$ cat config.mk
export PLATFORM = sky130hd
export DESIGN_NAME = vector_sequencer_flat
export DESIGN_NICKNAME = d
export VERILOG_FILES = /design/src/rtl/vector_sequencer_pkg.sv /design/src/rtl/vector_sequencer_if.sv /design/src/rtl/vector_sequencer_table.sv /design/src/rtl/vector_sequencer.sv /design/src/flat_wrapper.sv
export SDC_FILE = /design/constraint.sdc
export NUM_CORES = 1
export LEC_CHECK = 0
export BUFFER_PORTS_ARGS = -buffer_cell sky130_fd_sc_hd__buf_2
export CORE_MARGIN = 2
export CORE_UTILIZATION = 37
export DETAILED_ROUTE_END_ITERATION = 8
export PLACE_DENSITY = 0.54
export RECOVER_POWER = 100
export REMOVE_ABC_BUFFERS = 1
export SLEW_MARGIN = 20
export SYNTH_ARGS = -nofsm -noshare
export SYNTH_HDL_FRONTEND = slang
export SYNTH_SLANG_ARGS = --single-unit
$ cat constraint.sdc
create_clock -name clk -period 2.2 [get_ports clk]
set_input_delay 0 -clock clk [delete_from_list [all_inputs] [get_ports clk]]
set_output_delay 0 -clock clk [all_outputs]
set_load 0.01 [all_outputs]
$ cat src/rtl/vector_sequencer_pkg.sv
// vector_sequencer shared types: FSM states, table entry, default widths.
// Entry field widths follow the default DUT widths below.
package vseq_pkg;

    localparam int VSEQ_DEPTH = 32;
    localparam int VSEQ_IN_W  = 3;
    localparam int VSEQ_OUT_W = 1;
    localparam int VSEQ_CNT_W = 32;

    typedef enum logic [1:0] {
        IDLE,
        APPLY,
        CHECK,
        DONE
    } vseq_state_e;

    typedef struct packed {
        logic                  valid;
        logic [VSEQ_IN_W-1:0]  in;
        logic [VSEQ_OUT_W-1:0] exp;
    } vseq_entry_t;

endpackage

$ cat src/rtl/vector_sequencer_if.sv
// vector_sequencer host bus: table load port, run control and status.
// master = host / bench, slave = vector_sequencer.
interface vector_sequencer_if
    import vseq_pkg::*;
#(
    parameter int DEPTH = VSEQ_DEPTH,
    parameter int IN_W  = VSEQ_IN_W,
    parameter int OUT_W = VSEQ_OUT_W,
    parameter int CNT_W = VSEQ_CNT_W
);
    localparam int AW = $clog2(DEPTH);

    logic                  load_en;
    logic [AW-1:0]         load_addr;
    logic [IN_W+OUT_W-1:0] load_data;
    logic                  start;
    logic                  busy;
    logic                  done;
    logic                  err_pulse;
    logic [CNT_W-1:0]      errors;
    logic [CNT_W-1:0]      vectornum;

    modport master (
        output load_en, load_addr, load_data, start,
        input  busy, done, err_pulse, errors, vectornum
    );

    modport slave (
        input  load_en, load_addr, load_data, start,
        output busy, done, err_pulse, errors, vectornum
    );

endinterface

$ cat src/rtl/vector_sequencer_table.sv
// vseq_table: DEPTH-entry vector store with per-entry valid bits and
// a combinational read port. Valid bits clear on reset; data does not.
module vseq_table
    import vseq_pkg::*;
#(
    parameter int DEPTH = VSEQ_DEPTH,
    parameter int IN_W  = VSEQ_IN_W,
    parameter int OUT_W = VSEQ_OUT_W,
    parameter int AW    = $clog2(DEPTH)
) (
    input  logic                  clk,
    input  logic                  reset,
    input  logic                  wr_en,
    input  logic [AW-1:0]         wr_addr,
    input  logic [IN_W+OUT_W-1:0] wr_data,
    input  logic [AW-1:0]         rd_idx,
    output vseq_entry_t           rd_entry,
    output logic [DEPTH-1:0]      valid
);

    logic [DEPTH-1:0]      valid_q;
    logic [IN_W+OUT_W-1:0] data_q [DEPTH];

    always_ff @(posedge clk or negedge reset) begin
        if (!reset) begin
            valid_q <= '0;
        end else if (wr_en) begin
            valid_q[wr_addr] <= 1'b1;
        end
    end

    always_ff @(posedge clk) begin
        if (wr_en) begin
            data_q[wr_addr] <= wr_data;
        end
    end

    assign rd_entry = {valid_q[rd_idx], data_q[rd_idx]};
    assign valid    = valid_q;

endmodule

$ cat src/rtl/vector_sequencer.sv
// vector_sequencer: applies stored vectors to a combinational DUT and checks
// the response one cycle later. Option macro: VSEQ_STOP_ON_ERROR_EN.
module vector_sequencer
    import vseq_pkg::*;
#(
    parameter int DEPTH = VSEQ_DEPTH,
    parameter int IN_W  = VSEQ_IN_W,
    parameter int OUT_W = VSEQ_OUT_W,
    parameter int CNT_W = VSEQ_CNT_W
) (
    input  logic              clk,
    input  logic              reset,
    vector_sequencer_if.slave bus,
    output logic [IN_W-1:0]   dut_in,
    input  logic [OUT_W-1:0]  dut_out
`ifdef VSEQ_STOP_ON_ERROR_EN
    ,
    output logic [IN_W-1:0]   fail_in,
    output logic [OUT_W-1:0]  fail_out
`endif
);

    localparam int AW = $clog2(DEPTH);
    localparam int IW = AW + 1;

    vseq_state_e      state_q, state_d;
    logic [IW-1:0]    idx_q;
    logic [IW-1:0]    idx_inc;
    logic [OUT_W-1:0] exp_q;
    logic [CNT_W-1:0] errors_q;
    logic [CNT_W-1:0] vnum_q;
    logic             err_q;
    logic             busy;
    logic             wr_en;
    logic             go;
    logic             v0;
    logic             nxt_ok;
    logic             mismatch;
    logic [AW-1:0]    rd_idx;
    logic [DEPTH-1:0] valid;
    vseq_entry_t      rd;

    assign busy     = (state_q == APPLY) || (state_q == CHECK);
    assign wr_en    = bus.load_en & ~busy;
    assign go       = bus.start & ~busy;
    assign rd_idx   = (state_q == APPLY) ? idx_q[AW-1:0] : '0;
    // A same-cycle write to entry 0 must count as valid for the start decision.
    assign v0       = rd.valid | (wr_en && (bus.load_addr == '0));
    assign idx_inc  = idx_q + 1'b1;
    assign nxt_ok   = (idx_inc != IW'(DEPTH)) && valid[idx_inc[AW-1:0]];
    assign mismatch = (dut_out != exp_q);

    vseq_table #(
        .DEPTH (DEPTH),
        .IN_W  (IN_W),
        .OUT_W (OUT_W)
    ) u_table (
        .clk      (clk),
        .reset    (reset),
        .wr_en    (wr_en),
        .wr_addr  (bus.load_addr),
        .wr_data  (bus.load_data),
        .rd_idx   (rd_idx),
        .rd_entry (rd),
        .valid    (valid)
    );

    always_ff @(posedge clk or negedge reset) begin
        if (!reset) begin
            state_q <= IDLE;
        end else begin
            state_q <= state_d;
        end
    end

    always_comb begin
        state_d = state_q;
        unique case (state_q)
            IDLE, DONE: begin
                if (bus.start) begin
                    state_d = v0 ? APPLY : DONE;
                end
            end
            APPLY: state_d = CHECK;
            CHECK: begin
                state_d = nxt_ok ? APPLY : DONE;
`ifdef VSEQ_STOP_ON_ERROR_EN
                if (mismatch) begin
                    state_d = DONE;
                end
`endif
            end
            default: state_d = IDLE;
        endcase
    end

    always_ff @(posedge clk or negedge reset) begin
        if (!reset) begin
            idx_q    <= '0;
            dut_in   <= '0;
            exp_q    <= '0;
            errors_q <= '0;
            vnum_q   <= '0;
            err_q    <= 1'b0;
        end else begin
            err_q <= 1'b0;
            if (go) begin
                idx_q    <= '0;
                errors_q <= '0;
                vnum_q   <= '0;
            end
            if (state_q == APPLY) begin
                dut_in <= rd.in;
                exp_q  <= rd.exp;
            end
            if (state_q == CHECK) begin
                idx_q  <= idx_inc;
                vnum_q <= vnum_q + 1'b1;
                if (mismatch) begin
                    err_q <= 1'b1;
                    if (~&errors_q) begin
                        errors_q <= errors_q + 1'b1;
                    end
                end
            end
        end
    end

`ifdef VSEQ_STOP_ON_ERROR_EN
    always_ff @(posedge clk or negedge reset) begin
        if (!reset) begin
            fail_in  <= '0;
            fail_out <= '0;
        end else if ((state_q == CHECK) && mismatch) begin
            fail_in  <= dut_in;
            fail_out <= dut_out;
        end
    end
`endif

    assign bus.busy      = busy;
    assign bus.done      = (state_q == DONE);
    assign bus.err_pulse = err_q;
    assign bus.errors    = errors_q;
    assign bus.vectornum = vnum_q;

endmodule

$ cat src/flat_wrapper.sv
// flat-port wrapper written by rule: the top's interface ports become plain ports
module vector_sequencer_flat import vseq_pkg::*;
#(
    parameter int DEPTH = VSEQ_DEPTH,
    parameter int IN_W  = VSEQ_IN_W,
    parameter int OUT_W = VSEQ_OUT_W,
    parameter int CNT_W = VSEQ_CNT_W
)
  (clk, reset, dut_in, dut_out, bus_load_en, bus_load_addr, bus_load_data, bus_start, bus_busy, bus_done, bus_err_pulse, bus_errors, bus_vectornum);
  vector_sequencer_if #(.DEPTH(DEPTH), .IN_W(IN_W), .OUT_W(OUT_W), .CNT_W(CNT_W)) bus_i ();
  input  logic clk;
  input  logic reset;
  output logic [IN_W-1:0] dut_in;
  input  logic [OUT_W-1:0] dut_out;
  input wire logic [$bits(bus_i.load_en)-1:0] bus_load_en;
  input wire logic [$bits(bus_i.load_addr)-1:0] bus_load_addr;
  input wire logic [$bits(bus_i.load_data)-1:0] bus_load_data;
  input wire logic [$bits(bus_i.start)-1:0] bus_start;
  output wire logic [$bits(bus_i.busy)-1:0] bus_busy;
  output wire logic [$bits(bus_i.done)-1:0] bus_done;
  output wire logic [$bits(bus_i.err_pulse)-1:0] bus_err_pulse;
  output wire logic [$bits(bus_i.errors)-1:0] bus_errors;
  output wire logic [$bits(bus_i.vectornum)-1:0] bus_vectornum;
  assign bus_i.load_en = bus_load_en;
  assign bus_i.load_addr = bus_load_addr;
  assign bus_i.load_data = bus_load_data;
  assign bus_i.start = bus_start;
  assign bus_busy = bus_i.busy;
  assign bus_done = bus_i.done;
  assign bus_err_pulse = bus_i.err_pulse;
  assign bus_errors = bus_i.errors;
  assign bus_vectornum = bus_i.vectornum;
  vector_sequencer #(.DEPTH(DEPTH), .IN_W(IN_W), .OUT_W(OUT_W), .CNT_W(CNT_W)) u_core (.clk(clk), .reset(reset), .bus(bus_i), .dut_in(dut_in), .dut_out(dut_out));
endmodule
==> results of run 1 <==
## layer usage
metal | up-vias | track usage (%)
li1 | 3894 | -
met1 | 4093 | 26.5
met2 | 224 | 30.6
met3 | 45 | 2.73
met4 | 0 | 4.27
met5 | - | 0
## flip-flops by register name, summed over array words and instances (netlist names)
signal and count:
u_core.bus.err_pulse 1, u_core.bus.errors 32, u_core.bus.vectornum 32, u_core.dut_in 3, u_core.exp_q 1, u_core.idx_q 6, u_core.state_q 2, u_core.u_table.data_q 128
u_core.u_table.valid 32
## how the worst min path moves through the flow
stage          slack, ps                      endpoint             start
2_1_floorplan       -300          u_core.bus.err_pulse             reset
3_3_place_gp         -30      u_core.bus.vectornum[31]             reset
3_5_place_dp         -40      u_core.bus.vectornum[31]             reset
4_1_cts               30      u_core.bus.vectornum[31]             reset
5_1_grt               50  u_core.u_table.data_q[29][2]  bus_load_addr[0]
6_report              30  u_core.u_table.data_q[29][1]  bus_load_addr[0]
## logic make-up (layout without fill, tap and decap cells)
kind of cell,after synthesis,count (layout)
flip-flops,237,237
AND/OR/NAND/NOR,305,305
AO/OA/AOI/OAI,234,234
adder cells (fa/ha/maj),7,7
buffers and inverters,65,293
multiplexers,50,50
XOR/XNOR,15,15
## critical path, stage by stage, from the launching register on
cell and delay [ps]:
dfrtp_1 430, inv_1 70, ha_1 340, buf_4 200, nand4b_1 90, clkbuf_1 440, nor2_1 110, clkbuf_2 180
or2_2 290
## layout by cell type (no fill, tap or decap), types with 12 or more instances in the layout
| master | count |
|---|---|
| or2_2 | 33 |
| buf_4 | 78 |
| buf_2 | 30 |
| nor3_1 | 12 |
| nor2_1 | 63 |
| clkbuf_2 | 21 |
| o31ai_1 | 13 |
| dfrtp_1 | 107 |
| and3_1 | 14 |
| clkbuf_1 | 92 |
| mux4_2 | 16 |
| nand2_1 | 74 |
| clkbuf_16 | 28 |
| a221oi_1 | 21 |
| a21oi_1 | 40 |
| inv_1 | 12 |
| nand3_1 | 56 |
| edfxtp_1 | 128 |
| mux2i_1 | 18 |
| mux2_2 | 16 |
| o21ai_0 | 75 |
## metrics by stage
step / util, % / hold slack [ps] / cells
5_1_grt: 47.2 / 47.5 / 1525
3_5_place_dp: 44.1 / -37.1 / 1463
6_report: 47.2 / 31.5 / 1525
2_1_floorplan: - / -296 / 861
3_3_place_gp: 44.1 / -29.5 / 1463
4_1_cts: 47.3 / 27.8 / 1515
## cells in the mapped netlist (all sizes together) (2+ instances only)
| cell type | number |
|---|---|
| or3 | 5 |
| xnor2 | 8 |
| mux4 | 16 |
| o311ai | 3 |
| nand2 | 74 |
| and3 | 14 |
| clkbuf | 43 |
| o221ai | 15 |
| nor2b | 3 |
| o22ai | 2 |
| and4 | 5 |
| buf | 9 |
| o31ai | 14 |
| inv | 12 |
| or2 | 34 |
| nor3 | 12 |
| edfxtp | 128 |
| a211o | 2 |
| or4 | 3 |
| xor2 | 7 |
| a211oi | 10 |
| nand3 | 57 |
| a22oi | 8 |
| o21a | 4 |
| a21oi | 45 |
| dfrtp | 109 |
| and2 | 8 |
| nand3b | 4 |
| ha | 7 |
| o211ai | 9 |
| nor2 | 64 |
| a221oi | 26 |
| nand4 | 11 |
| nor4 | 3 |
| a31oi | 9 |
| a21boi | 2 |
| nand2b | 3 |
| a21o | 2 |
| o21ai | 77 |
| mux2i | 18 |
| mux2 | 16 |
## area by class of cell
cell class                 count  area (um2)
tap                          384         480
clock buffer                  38         736
inverter                      13        48.8
timing repair buffer         233        1450
multi-input combinational    611        4200
sequential                   237        6570
fill                        2686       15200
clock inverter                 9         108
## power by group through the flow
| stage | combinational (mW) | clock [mW] | sequential [mW] |
|---|---|---|---|
| 2_1_floorplan | 2.42 | 0 | 5.69 |
| 3_3_place_gp | 4.70 | 0 | 5.64 |
| 3_5_place_dp | 4.73 | 0 | 5.64 |
| 4_1_cts | 4.78 | 4.36 | 5.56 |
| 5_1_grt | 5.35 | 4.57 | 5.62 |
| 6_report | 4.93 | 4.27 | 5.58 |
## timing repair
action / in CTS / in global routing
pin swaps: 1 / 12
hold buffers: 4 / 0
resized for setup: 6 / 39
endpoints found under the hold margin: 115 / 0
buffers inserted: 1 / 9
endpoints found under the setup margin: 7 / 22
gates cloned: 0 / 2
==> metrics, run 1 <==
status complete, but fails checks; failing checks capacitance limit, slew limit, setup timing; average wire per standard cell 19.5 um; total iterations of the first detailed-routing run 5; Min-Delay Path Class primary input to flop; Final Hold Viols 0; # setup viols final 11; RR Startpoint u_core.state_q[0]; Die Width about 180 um; post-route cell area approximately 14000 um2; Diodes inserted 0; fin crit share 103%; DP HPWL 20000 um; Post-Synth Adder-Cell Area less than 1%; Final ANT Viol Nets 0; Max VDD drop around 0.76 mV; Worst EP required 2610 ps; Crit Reg-Reg Endpoint u_core.u_table.valid[2]; Reg2Reg Depth 8; Clk network pwr share between 20% and 30%; vias in the first global route approximately 8000; compound-gate portion of the synthesized area 14.1%; Switching Fraction between 30% and 40%; H-tree lvl count 1; Syn. warnings 0; CTS tree done; FMAX 0.440 GHz; PD cells between 1000 and 1500 nW/um2; Clock Latency Late Sink 530 ps; startpoint types flop; Sw Pwr between 4 and 5 mW; first-pass GRT wire length around 45000 um; sequential share of power between 30% and 40%; Vias 8256; Placer Congestion about 0.83; setup_tns -392 ps; Leak approximately 5.2 nW; sequential share of the synthesized area between 60% and 70%; Internal Power 9.87 mW; R2R setup slack -70 ps; WL met3 1660 um; Clock Tree Buf Depth 3; post-place setup slack -116 ps; Total Wirelength approximately 30000 um; Hold Path Stages 3; grt total ovfl 0; Crit Path Max Fanout 9; Worst-Margin Slew about 1600 ps; port bufs slightly above 80; TritonCTS buffer count 26; MaxCap Viol Count 3; endpoint class of the critical path flop; largest cells by area after synthesis edfxtp_1, dfrtp_1, o21ai_0; P&R area growth vs syn 25.3%; Met1 Wirelength between 10000 and 15000 um; WP data arrival between 2000 and 3000 ps; drt initial violations between 500 and 600; CTS root buf clkbuf_16; mux share of post-synthesis cell area ~6.6%; cell count after synthesis about 910; Synth Area per Inst roughly 12 um2; largest net degree at the start of global routing between 50 and 60; ys async rst share a little under half; clock sink count 237; Vias per Instance around 5.4; Final #Nets between 1000 and 1500; crit path time final 2270 ps; Power Total about 15 mW; Comb pwr share 33.3%; RSZ-0062 raised after global routing yes; slew margin rel. -5.02%; Initial Util 37.7%; drt drc 0; Reg clk slew, reported paths roughly 60 ps; IO Pins 84; post-synth cell types between 60 and 70; ys flop type edfxtp_1; Rows 62; layout cell share with drive strength beyond 1 between 20% and 30%; XOR/XNOR share of the synthesized area 1.21%; Max Slew Vio Count between 90 and 100; gr usage total between 10% and 20%; initial antenna violation count 0; area share of the largest cell type after synthesis about 35%; die footprint 30700 um2; Core Area 28800 um2; die height ~180 um; simple-gate share of the synthesized area 14.4%; Post-synth EDFFs ~130; largest family of logic cells by synthesized area simple AND/OR/NAND/NOR gates; area post-placement 12700 um2; Yosys reg bits between 200 and 250; worst clock skew approximately 8.6 ps; area of the mapped netlist 10900 um2; max layer used met4; setup ws final -72.4 ps; Worst Setup EP u_core.u_table.valid[2]; Crit Path Class flop to flop; met2 wire length ~14000 um; cell taking the most area after synthesis edfxtp_1; Critical Path Start u_core.state_q[0]
Power figures use the tool's default switching activity.
==> run 2: changes to the inputs <==
--- a/config.mk
+++ b/config.mk
@@ -9,7 +9,7 @@
 export CORE_MARGIN = 2
 export CORE_UTILIZATION = 37
 export DETAILED_ROUTE_END_ITERATION = 8
-export PLACE_DENSITY = 0.54
+export PLACE_DENSITY = 0.59
 export RECOVER_POWER = 100
 export REMOVE_ABC_BUFFERS = 1
 export SLEW_MARGIN = 20
==> run 2 against run 1 <==
  * The flow still finishes with violations (capacitance limit, slew limit, setup timing)
  * Setup slack got worse by 5.9 ps
  * Maximum frequency is 0.26% lower
  * Sequential power barely moved
  * Largest cell class unchanged
  * Count of clock-buffer cells in the layout is 10 lower
  * Hold slack got worse by 4.7 ps
  * Power up 1.7%
==> metrics, run 2 (synthesized netlist as in run 1, its figures left out) <==
largest register by flop count u_core.u_table.data_q; MaxCap Viol Count 3 (unchanged); Reg clk slew, reported paths 60 ps (about the same); Crit Path Class flop to flop; commonest non-fill, non-tap cell in the layout edfxtp_1; worst clock skew 14.5 ps (+5.94 ps); Final Hold Viols 0 (unchanged); first-pass GRT wire length 45500 um (+0.72%); P&R area growth vs syn 27.2%; Worst-Margin Slew 1610 ps (+36.2 ps); Worst EP required 2600 ps (about the same); Clock Latency Late Sink 530 ps (about the same); Crit Path Max Fanout 5 (-4); clock sink count 237 (unchanged); Initial Util 37.7% (unchanged); average wire per standard cell 19.1 um (-1.9%); vias in the first global route 8007 (+0.73%); slew margin rel. -7.44% (-2.4 points); hold slack final 26.7 ps (-4.74 ps); Vias 8301 (+0.55%); FMAX 0.439 GHz (-0.26%); PD cells 1090 nW/um2 (+0.16%); failing checks capacitance limit, slew limit, setup timing; Final #Nets 1129 (-1.2%); grt total ovfl 0 (unchanged); gr usage total 18.7% (-0.066 points); initial antenna violation count 0 (unchanged); Rows 62 (unchanged); Total Wirelength 28900 um (-2.8%); WP data arrival 2680 ps (about the same); TritonCTS buffer count 25 (-3.8%); Max VDD drop 0.608 mV (-20%); die height 175 um (unchanged); port bufs 83 (unchanged); RSZ-0062 raised after global routing yes; IO Pins 84 (unchanged); status complete, but fails checks; Vias per Instance 5.49 (+1.5%); Leak 5.40 nW (+3.0%); Die Width 175 um (unchanged); DP HPWL 19500 um (-2.4%); Clock Tree Buf Depth 3 (unchanged); Max Slew Vio Count 66 (-31%); CTS tree done; fin util 48.0% (+0.72 points); final non-filler cell total 1511 (-0.92%); max FFs per register 128 (unchanged); layout cell share with drive strength beyond 1 30.2% (+4.3 points); fin crit share 104% (+0.27 points); Final ANT Viol Nets 0 (unchanged); drt initial violations 809 (+47%); # setup viols final 3 (-8); Core Area 28800 um2 (unchanged); die footprint 30700 um2 (unchanged); endpoint class of the critical path flop; Placer Congestion 0.866 (+3.8%); H-tree lvl count 1 (unchanged); Min-Delay Path Class primary input to flop; drt drc 0 (unchanged); fill count 2607 (-2.9%); commonest non-fill, non-tap cells in the layout edfxtp_1, buf_4, dfrtp_1, nand2_1, o21ai_0; post-place setup slack -120 ps (-3.77 ps); largest net degree at the start of global routing 45 (-13%); startpoint types flop; total iterations of the first detailed-routing run 6 (+1); setup ws final -78.3 ps (-5.90 ps); Power Total 15.0 mW (+1.7%); Post-Place Cells 1447 (-1.1%); Diodes inserted 0 (unchanged); crit path time final 2280 ps (+5.90 ps); CTS root buf clkbuf_16
run 2: cell count changes in the layout (fill, tap and decap cells not counted), moves of 7 or more:
cell / delta
o21ai_0: -7
buf_4: +39
clkbuf_2: -19
clkbuf_1: -49
o21ai_1: +7
buf_2: +12
run 2: final timing paths:
| check | cells past startpoint | slack [ps] | end | startpoint |
|---|---|---|---|---|
| worst max-delay path | 6 | -80 | u_core.bus.errors[31] | u_core.bus.errors[2] |
| worst min-delay path | 3 | 30 | u_core.u_table.data_q[21][3] | bus_load_addr[0] |
| worst max register to register | 6 | -80 | u_core.bus.errors[31] | u_core.bus.errors[2] |
| worst min register to register | 1 | 490 | u_core.bus.vectornum[31] | u_core.bus.vectornum[31] |
| max in group asynchronous | 3 | 400 | u_core.u_table.valid[19] | reset |
| min in group asynchronous | 2 | 190 | u_core.bus.vectornum[30] | reset |
run 2: metal layers:
layer	wire length (um)	vias up	track usage, %
li1	-	3875	-
met4	641	0	4.06
met5	0	-	0
met1	13200	4151	26.5
met2	13500	237	30.1
met3	1540	38	3.16
run 2: final cells by class:
cell class / count / area [um2] / area share [%]
Timing Repair Buffer: 220 / 1560 / 11.3
Clock inverter: 18 / 195 / 1.41
Sequential cell: 237 / 6570 / 47.6
Inverter: 13 / 52.6 / 0.381
Multi-Input combinational cell: 611 / 4300 / 31.1
Tap cell: 384 / 480 / 3.48
Clock buffer: 28 / 647 / 4.69
run 2: stage by stage:
step / setup TNS, ps / instance area, um2
after floorplan: -19960 / 10700
after global placement: -828 / 12500
after detailed placement: -1940 / 12500
after CTS: -57.9 / 13500
after global routing: -317 / 13800
final: -84.4 / 13800
run 2: worst max-delay path, stage by stage, from the launching register on:
cell and delay (ps):
dfrtp_1 370, and4_4 230, or4b_4 480, or4_4 480, or3_4 370, o211ai_2 150, o31ai_2 80
run 2: timing repair:
| action | in CTS | in global routing |
|---|---|---|
| pin swaps | 4 | 20 |
| endpoints found under the hold margin | 87 | 0 |
| endpoints found under the setup margin | 46 | 36 |
| cloned | 1 | 1 |
| hold buffers | 3 | 0 |
| resized for setup | 17 | 53 |
| setup buffers | 3 | 10 |
run 2: report_power, final:
| group | internal [mW] | switching (mW) | total [mW] |
|---|---|---|---|
| registers | 5.12 | 0.460 | 5.57 |
| logic | 2.36 | 2.78 | 5.13 |
| clock network | 2.59 | 1.73 | 4.32 |
| total | 10.1 | 4.97 | 15.0 |
